--- config.mk ---
export PLATFORM = sky130hd
export DESIGN_NAME = maze_game_ctrl
export DESIGN_NICKNAME = d
export VERILOG_FILES = /design/src/rtl/maze_game_ctrl.sv
export SDC_FILE = /design/constraint.sdc
export NUM_CORES = 1
export LEC_CHECK = 0
export ABC_AREA = 1
export CAP_MARGIN = 0
export CORE_MARGIN = 8
export CORE_UTILIZATION = 52
export DETAILED_ROUTE_END_ITERATION = 12
export PLACE_DENSITY = 0.94
export SYNTH_ARGS = -nofsm -noshare
export SYNTH_HDL_FRONTEND = slang
export SYNTH_SLANG_ARGS = --single-unit
--- constraint.sdc ---
create_clock -name clk -period 10.3 [get_ports clk]
set_input_delay 1.545 -clock clk [delete_from_list [all_inputs] [get_ports clk]]
set_output_delay 1.545 -clock clk [all_outputs]
set_load 0.02 [all_outputs]
--- src/rtl/maze_game_ctrl.sv ---
// Maze game sequencer: seed capture, generator handshake, player moves, goal detection.
// Optional generator watchdog enabled by defining MAZE_CTRL_TIMEOUT_EN.
module maze_game_ctrl #(
    parameter int COLS           = 15,
    parameter int ROWS           = 10,
    parameter int START_X        = 0,
    parameter int START_Y        = 0,
    parameter int GOAL_X         = 14,
    parameter int GOAL_Y         = 9,
    parameter int TIMEOUT_CYCLES = 1048576
) (
    input  logic                       clk,
    input  logic                       rst,
    input  logic                       btn_start,
    input  logic                       btn_up,
    input  logic                       btn_down,
    input  logic                       btn_left,
    input  logic                       btn_right,
    input  logic                       gen_busy,
    input  logic [ROWS*(COLS+1)-1:0]   h_walls,
    input  logic [(ROWS+1)*COLS-1:0]   v_walls,
    output logic                       gen_enable,
    output logic [31:0]                gen_seed,
    output logic [3:0]                 player_x,
    output logic [3:0]                 player_y,
    output logic [15:0]                move_count,
    output logic [2:0]                 state,
    output logic                       won,
    output logic                       error
);

    typedef enum logic [2:0] {
        S_IDLE = 3'd0,
        S_REQ  = 3'd1,
        S_GEN  = 3'd2,
        S_PLAY = 3'd3,
        S_WON  = 3'd4
    } state_t;

    localparam logic [31:0] LFSR_INIT = 32'hACE10001;
    localparam logic [31:0] LFSR_MASK = 32'h80200003;
    localparam logic [8:0]  V_STRIDE  = 9'(COLS);
    localparam logic [8:0]  H_STRIDE  = 9'(COLS + 1);
    localparam logic [3:0]  X_MAX     = 4'(COLS - 1);
    localparam logic [3:0]  Y_MAX     = 4'(ROWS - 1);
    localparam logic [3:0]  SX        = 4'(START_X);
    localparam logic [3:0]  SY        = 4'(START_Y);
    localparam logic [3:0]  GX        = 4'(GOAL_X);
    localparam logic [3:0]  GY        = 4'(GOAL_Y);

    state_t      st;
    logic [31:0] lfsr;
    logic [31:0] lfsr_next;
    logic        tmo_hit;

    logic [8:0]  v_idx_up;
    logic [8:0]  v_idx_dn;
    logic [8:0]  h_idx_l;
    logic [8:0]  h_idx_r;
    logic [(ROWS+1)*COLS-1:0] v_sh_up;
    logic [(ROWS+1)*COLS-1:0] v_sh_dn;
    logic [ROWS*(COLS+1)-1:0] h_sh_l;
    logic [ROWS*(COLS+1)-1:0] h_sh_r;

    logic        mv_ok;
    logic        goal_hit;
    logic [3:0]  nx;
    logic [3:0]  ny;

    assign state     = st;
    assign lfsr_next = {1'b0, lfsr[31:1]} ^ (lfsr[0] ? LFSR_MASK : 32'h0);

    // 9-bit indices keep a full 15x15 grid addressable without wrap.
    always_comb begin
        v_idx_up = 9'(player_y) * V_STRIDE + 9'(player_x);
        v_idx_dn = (9'(player_y) + 9'd1) * V_STRIDE + 9'(player_x);
        h_idx_l  = 9'(player_y) * H_STRIDE + 9'(player_x);
        h_idx_r  = h_idx_l + 9'd1;
        v_sh_up  = v_walls >> v_idx_up;
        v_sh_dn  = v_walls >> v_idx_dn;
        h_sh_l   = h_walls >> h_idx_l;
        h_sh_r   = h_walls >> h_idx_r;
    end

    always_comb begin
        mv_ok = 1'b0;
        nx    = player_x;
        ny    = player_y;
        priority case (1'b1)
            btn_up: begin
                if (player_y != 4'd0 && !v_sh_up[0]) begin
                    mv_ok = 1'b1;
                    ny    = player_y - 4'd1;
                end
            end
            btn_down: begin
                if (player_y != Y_MAX && !v_sh_dn[0]) begin
                    mv_ok = 1'b1;
                    ny    = player_y + 4'd1;
                end
            end
            btn_left: begin
                if (player_x != 4'd0 && !h_sh_l[0]) begin
                    mv_ok = 1'b1;
                    nx    = player_x - 4'd1;
                end
            end
            btn_right: begin
                if (player_x != X_MAX && !h_sh_r[0]) begin
                    mv_ok = 1'b1;
                    nx    = player_x + 4'd1;
                end
            end
            default: begin
                mv_ok = 1'b0;
            end
        endcase
        goal_hit = mv_ok && (nx == GX) && (ny == GY);
    end

`ifdef MAZE_CTRL_TIMEOUT_EN
    localparam logic [31:0] TMO_LAST = 32'(TIMEOUT_CYCLES - 1);

    logic [31:0] tmo_cnt;
    logic        err_r;

    assign tmo_hit = (st == S_REQ || st == S_GEN) && (tmo_cnt == TMO_LAST);
    assign error   = err_r;

    // Counter restarts whenever REQ or GEN is freshly entered.
    always_ff @(posedge clk) begin
        if (!rst) begin
            tmo_cnt <= 32'd0;
            err_r   <= 1'b0;
        end else begin
            if (tmo_hit)
                err_r <= 1'b1;
            if ((st != S_REQ && st != S_GEN) || tmo_hit
                || (st == S_REQ && gen_busy))
                tmo_cnt <= 32'd0;
            else
                tmo_cnt <= tmo_cnt + 32'd1;
        end
    end
`else
    assign tmo_hit = 1'b0;
    assign error   = 1'b0;
`endif

    always_ff @(posedge clk) begin
        if (!rst) begin
            st         <= S_IDLE;
            lfsr       <= LFSR_INIT;
            gen_enable <= 1'b0;
            gen_seed   <= 32'd0;
            player_x   <= SX;
            player_y   <= SY;
            move_count <= 16'd0;
            won        <= 1'b0;
        end else begin
            lfsr <= lfsr_next;
            won  <= 1'b0;
            unique case (st)
                S_IDLE: begin
                    if (btn_start) begin
                        gen_seed   <= lfsr;
                        gen_enable <= 1'b1;
                        st         <= S_REQ;
                    end
                end
                S_REQ: begin
                    if (tmo_hit) begin
                        gen_enable <= 1'b0;
                        st         <= S_IDLE;
                    end else if (gen_busy) begin
                        gen_enable <= 1'b0;
                        st         <= S_GEN;
                    end
                end
                S_GEN: begin
                    if (tmo_hit) begin
                        gen_enable <= 1'b0;
                        st         <= S_IDLE;
                    end else if (!gen_busy) begin
                        player_x   <= SX;
                        player_y   <= SY;
                        move_count <= 16'd0;
                        st         <= S_PLAY;
                    end
                end
                S_PLAY: begin
                    if (btn_start) begin
                        gen_seed   <= lfsr;
                        gen_enable <= 1'b1;
                        st         <= S_REQ;
                    end else if (mv_ok) begin
                        player_x <= nx;
                        player_y <= ny;
                        if (move_count != 16'hFFFF)
                            move_count <= move_count + 16'd1;
                        if (goal_hit) begin
                            won <= 1'b1;
                            st  <= S_WON;
                        end
                    end
                end
                S_WON: begin
                    if (btn_start) begin
                        gen_seed   <= lfsr;
                        gen_enable <= 1'b1;
                        st         <= S_REQ;
                    end
                end
                default: begin
                    st <= S_IDLE;
                end
            endcase
        end
    end

endmodule

==> results of run 1 <==
==> flip-flops by register name (all words and copies together) (netlist names) <==
register    count
player_x        4
lfsr           32
player_y        4
gen_enable      1
move_count     16
state           3
gen_seed       32
won             1
==> final timing paths <==
path | to | from | depth (start not counted)
max | move_count[14] | player_y[0] | 26
min | lfsr[4] | lfsr[5] | 2
max reg2reg | move_count[14] | player_y[0] | 26
min reg2reg | lfsr[4] | lfsr[5] | 2
==> power by group <==
part           total, µW  internal [µW]  leakage, µW  switching [µW]
clock network        328            172     0.000144             156
registers            492            415     0.000764            76.9
logic               3680           1270      0.00689            2410
==> stage by stage <==
| step | std cells | hold slack, ps | cell area, µm² | power (µW) |
|---|---|---|---|---|
| final | 2835 | 427 | 16300 | 4500 |
| after global routing | 2835 | 449 | 16300 | 4880 |
| after CTS | 2834 | 428 | 16300 | 4400 |
| after detailed placement | 2818 | 419 | 16000 | 4060 |
| after global placement | 2818 | 410 | 16000 | 3970 |
| after floorplan | 2240 | 407 | 12300 | 3150 |
==> kinds of logic (layout without fill, tap and decap cells) <==
family                   count (synthesis)  in the layout  share of synthesized area
XOR/XNOR                                27             27                     0.0198
AO/OA/AOI/OAI                          447            447                      0.211
flip-flops                              93             93                      0.151
AND/OR/NAND/NOR                       1163           1163                      0.394
adder cells (fa/ha/maj)                 60             60                     0.0681
other                                    1              2                   0.000304
buffers and inverters                  449            724                      0.156
==> metal layers <==
layer	GRT usage	wire, µm	vias to the layer above
met3	0.0728	5200	205
met2	0.549	22800	1057
li1	-	-	7817
met5	0	0	-
met4	0.184	2750	0
met1	0.381	18700	7204
==> critical path: cells and delay by family, from the launching register on <==
kind | cells | cell delay [ps]
flops | 1 | 740
simple gates | 17 | 1760
fa+ha+maj | 3 | 1180
compound gates | 2 | 370
buf+inv | 3 | 1960
xor+xnor | 1 | 320
==> area by class of cell <==
type | count | area share
Multi-Input combinational cell | 1698 | 0.526
Timing Repair Buffer | 408 | 0.248
Sequential cell | 93 | 0.114
Inverter | 300 | 0.0690
Tap cell | 319 | 0.0245
Clock buffer | 9 | 0.0138
Clock inverter | 7 | 0.00445
Antenna cell | 1 | 0.000153
==> cell usage after synthesis (3+ instances only) <==
cell	number
clkbuf_1	55
buf_1	7
o311ai_0	5
a22oi_1	4
buf_2	47
nor2_1	177
a211oi_1	8
buf_6	9
nand2_1	632
inv_2	5
o21ai_1	13
xor2_1	19
fa_1	12
nand3_1	311
xnor2_1	7
nand2_2	9
o21ai_0	179
o21bai_1	3
o211ai_1	112
dfxtp_1	93
inv_1	293
nor3_1	14
buf_4	30
a31oi_1	4
or2_2	8
nand4_1	5
ha_1	48
a21oi_1	110
==> metrics.md, run 1 <==
| Metric | Value |
|---|---|
| Status | finished, final reports clean |
| Nets@finish | 2903 |
| Multi-input logic area | 8580 µm² |
| CTS Buf Count | 9 |
| CP required | 10520 ps |
| Vias per inst | 5.74 |
| Pre-CTS setup slack | 3970 ps |
| Filler instances | 2052 |
| Worst setup EP type | flop |
| Die Wd | 170 µm |
| Mapped cell area | 12300 µm² |
| HP Class | flop to flop |
| Post_cts resized | 0 |
| Critical path type | flop to flop |
| Layout cell share with drive strength beyond 1 | 0.0266 |
| # clock sinks | 93 |
| Root Driver | clkbuf_16 |
| Peak supply drop | 0.246 mV |
| Final GP Congestion | 1.03 |
| Grt total ovfl | 0 |
| Most frequent cells in the layout | nand2_1, clkdlybuf4s50_1, nand3_1, inv_1, o21ai_0 |
| RSZ-0062 raised after global routing | no |
| Cell mode on critical path | nand3_1 |
| Port Buffer Count | 393 |
| Seq/Total Area, Yosys | 0.151 |
| Fin. Hold Viols | 0 |
| Setup TNS | 0 ps |
| Die area | 28900 µm² |
| Total GRT Usage | 0.327 |
| Iter 0 DRT Violations | 1990 |
| Tcrit/Tclk final | 0.629 |
| Post-CTS setup buffer count | 0 |
| CTS tree | built |
| Slowest cell on crit path | inv_1 |
| #FFs+latches synth | 93 |
| Final setup fails | 0 |
| Antenna Nets Post-Route | 0 |
| Slew HR | 0.0539 |
| Clk_lat worst skew | 350 ps |
| Fmax achieved | 0.154 GHz |
| CP peak stage delay | 1080 ps |
| Post-synth EDFFs | 0 |
| PwrDens | 276 nW/µm² |
| Post-synth top area share | 0.192 |
| Layout Utilization | 0.697 |
| Pin count of the biggest net entering global routing | 145 |
| Initial Util | 0.528 |
| Vias | 16.3k |
| Rows | 56 |
| CTS Buffer Depth | 2 |
| Die Height | 170 µm |
| Routed WL per cell | 17.4 µm |
| Final setup margin | 3820 ps |
| Vias in the first global route | 15.8k |
| Initial antenna violation count | 1 |
| Synth warn | 0 |
| Register area | 1870 µm² |
| Ys flop type | dfxtp_1 |
| Ports | 395 |
| CTS H-tree depth | 3 |
| Clk slew on worst S/H paths | 70 ps |
| Syn_nets | 2633 |
| Worst slew pin tran | 1420 ps |
| Fin crit period | 6480 ps |
| Yosys top cell by area | nand2_1 |
| Commonest non-fill, non-tap cell in the layout | nand2_1 |
| Setup crit start kind | flop |
| DR pass1 iterations | 9 |
| Mean Syn Cell Area | 5.51 µm² |
| FFs w/ async S/R, synth | 0 |
| Library cells used by synthesis | 46 |
| WP data arrival | 6700 ps |
| Leak | 0.00780 µW |
| Final-report max-slew violation count | 0 |
| Core Footprint | 23400 µm² |
| Post-route DRC | 0 |
| Global-route wire length before repair | 78.6 mm |
| HPWL after DPL | 37.0 mm |
| Detailed Route WL | 49.4 mm |
| Cts hold-fix bufs | 0 |
| MaxCap Viol Count | 0 |
| Worst clock skew | 11.5 ps |
| CP max FO | 43 |
| Synthesis-to-layout area growth | 32.1% |
| Synth area leaders | nand2_1, dfxtp_1, nand3_1 |
| Reg2Reg Setup Slack | 3820 ps |
| Post-Synthesis Cells | 2240 |
Power figures use the tool's default switching activity.
==> inputs of run 2 (changes only) <==
Settings changed: CORE_UTILIZATION 52 to 49, PLACE_DENSITY 0.94 to 0.9.
Clock period 10.3 ns to 6.5 ns, I/O delays scaled along.
==> run 2 against run 1 <==
Compared with the run above: sequential power rose by 57%; sequential share of layout area fell by 0.051 points; global-route usage fell by 2.0 points; combinational power rose by 59%; via count fell by 0.96%; largest cell class unchanged; highest routed layer unchanged.
==> metrics.md, run 2 (synthesized netlist as in run 1, its figures left out) <==
| Metric | Value |
|---|---|
| Status | finished, final reports clean (unchanged) |
| CTS Buf Count | 9 (unchanged) |
| Grt total ovfl | 0 (unchanged) |
| Buf/Inv on CP | 5 (was 3) |
| HP Class | flop to flop (unchanged) |
| CTS tree | built (unchanged) |
| Port Buffer Count | 393 (unchanged) |
| Fin crit period | 5670 ps (was 6480 ps) |
| Peak supply drop | 0.367 mV (was 0.246 mV) |
| CTS H-tree depth | 3 (unchanged) |
| Tcrit/Tclk final | 0.872 (was 0.629) |
| CP peak stage delay | 740 ps (was 1080 ps) |
| Routed WL per cell | 17.3 µm (was 17.4 µm) |
| CP max FO | 15 (was 43) |
| Total GRT Usage | 0.307 (was 0.327) |
| Reg2Reg Setup Slack | 830 ps (was 3820 ps) |
| Most frequent cells in the layout | nand2_1, clkdlybuf4s50_1, nand3_1, inv_1, o21ai_0 (unchanged) |
| Switching Fraction | 0.588 (about the same) |
| RSZ-0062 raised after global routing | no (unchanged) |
| CTS Buffer Depth | 2 (unchanged) |
| Layout cell share with drive strength beyond 1 | 0.0293 (was 0.0266) |
| Commonest non-fill, non-tap cell in the layout | nand2_1 (unchanged) |
| Fmax achieved | 0.176 GHz (was 0.154 GHz) |
| Combinational Power Share | 0.819 (was 0.818) |
| Pin count of the biggest net entering global routing | 130 (was 145) |
| Detailed Route WL | 49.4 mm (about the same) |
| NetSw | 4200 µW (was 2650 µW) |
| Clk_lat worst skew | 340 ps (was 350 ps) |
| Post-route DRC | 0 (unchanged) |
| Critical path type | flop to flop (unchanged) |
| MaxCap Viol Count | 0 (unchanged) |
| Cts hold-fix bufs | 0 (unchanged) |
| Slowest cell on crit path | dfxtp_1 (was inv_1) |
| Post-CTS setup buffer count | 0 (unchanged) |
| Antenna Nets Post-Route | 0 (unchanged) |
| Leak | 0.00784 µW (was 0.00780 µW) |
| Final-report max-slew violation count | 0 (unchanged) |
| Vias in the first global route | 15.5k (was 15.8k) |
| PwrDens | 437 nW/µm² (was 276 nW/µm²) |
| Layout Cells excl Fill | 2853 (was 2835) |
| Largest regs | gen_seed (32), lfsr (32), move_count (16) (unchanged) |
| Rows | 58 (was 56) |
| Final setup fails | 0 (unchanged) |
| Nets@finish | 2910 (was 2903) |
| Setup TNS | 0 ps (unchanged) |
| Synthesis-to-layout area growth | 32.7% (was 32.1%) |
| Initial Util | 0.495 (was 0.528) |
| Post_cts resized | 0 (unchanged) |
| Clk slew on worst S/H paths | 70 ps (about the same) |
| CP required | 6740 ps (was 10520 ps) |
| Die area | 30500 µm² (was 28900 µm²) |
| Int Pwr | 2950 µW (was 1850 µW) |
| Setup crit start kind | flop (unchanged) |
| Ports | 395 (unchanged) |
| Clock share of power | 0.073 (about the same) |
| Worst clock skew | 7.32 ps (was 11.5 ps) |
| DR pass1 iterations | 8 (was 9) |
| Vias | 16.1k (was 16.3k) |
| Fin. Hold Viols | 0 (unchanged) |
| Cell family with most CP delay | adder cells (was buffers and inverters) |
| Global-route wire length before repair | 78.7 mm (was 78.6 mm) |
| Die Wd | 175 µm (was 170 µm) |
| Core Footprint | 25000 µm² (was 23400 µm²) |
| WP data arrival | 5900 ps (was 6700 ps) |
| Pwr Total | 7160 µW (was 4500 µW) |
| Worst setup EP type | flop (unchanged) |
| Initial antenna violation count | 1 (unchanged) |
| # clock sinks | 93 (unchanged) |
| Final GP Congestion | 0.958 (was 1.03) |
| Cell mode on critical path | nand2_1 (was nand3_1) |
| Worst slew pin tran | 1120 ps (was 1420 ps) |
| Sequential Power Share | 0.108 (was 0.109) |
| Slew HR | 0.252 (was 0.0539) |
| Die Height | 175 µm (was 170 µm) |
| HPWL after DPL | 37.5 mm (was 37.0 mm) |
| Root Driver | clkbuf_16 (unchanged) |
| Vias per inst | 5.65 (was 5.74) |
| Iter 0 DRT Violations | 2180 (was 1990) |
| Cell Count Post-Placement | 2836 (was 2818) |
==> run 2: changes by cell type in the layout (fill, tap and decap cells not counted) <==
cell | before | now
inv_12 | 1 | 0
clkinvlp_4 | 1 | 0
inv_8 | 2 | 1
clkinv_8 | 0 | 2
clkinv_4 | 1 | 3
buf_4 | 15 | 22
inv_6 | 2 | 1
==> run 2: through the flow <==
| step | setup WS (ps) | hold WS [ps] | area, µm² | util |
|---|---|---|---|---|
| floorplan | 1340 | 407 | 12300 | - |
| global placement | 983 | 412 | 16100 | 0.644 |
| detailed placement | 877 | 417 | 16100 | 0.644 |
| CTS | 884 | 428 | 16400 | 0.656 |
| global route | 248 | 446 | 16400 | 0.656 |
| finish | 834 | 429 | 16400 | 0.656 |
==> run 2: power by group through the flow <==
stage,logic [µW],clock network [µW],registers (µW)
CTS,5710,518,771
floorplan,4170,0,819
global placement,5580,0,777
global route,6450,538,787
finish,5860,520,773
detailed placement,5680,0,780
==> run 2: worst paths after layout <==
| kind | from | end | cells after the start |
|---|---|---|---|
| setup / recovery | player_y[2] | move_count[8] | 30 |
| hold / removal | lfsr[12] | lfsr[11] | 2 |
| setup reg to reg | player_y[2] | move_count[8] | 30 |
| hold reg to reg | lfsr[12] | lfsr[11] | 2 |
==> run 2: layout make-up <==
cell class / instances / area, µm²
timing repair buffer: 415 / 4090
inverter: 300 / 1130
clock inverter: 7 / 78.8
multi-input combinational: 1698 / 8580
tap: 330 / 413
antenna: 1 / 2.50
fill: 2324 / 8580
sequential: 93 / 1870
clock buffer: 9 / 225
==> run 2: per-layer routing <==
metal  global-route usage  vias up  share of wire
li1                     -     7825              -
met3               0.0609      202          0.099
met1                0.365     7139           0.39
met4                0.153        0          0.053
met5                    0        -              0
met2                0.519      960           0.46
==> run 2: worst register-to-register path: cells and delay by family (launching register included) <==
| family | cells | cell delay (ps) |
|---|---|---|
| fa+ha+maj | 5 | 1770 |
| simple gates | 15 | 1400 |
| xor+xnor | 2 | 750 |
| flops | 1 | 740 |
| buf+inv | 5 | 490 |
| compound gates | 3 | 420 |
==> inputs of run 3 (changes only) <==
Settings changed: CTS_CLUSTER_SIZE set to 12, SKIP_LAST_GASP set to 1.
==> results of run 3 <==
Same layout as run 2: the final DEF is identical, and so are final timing and power.
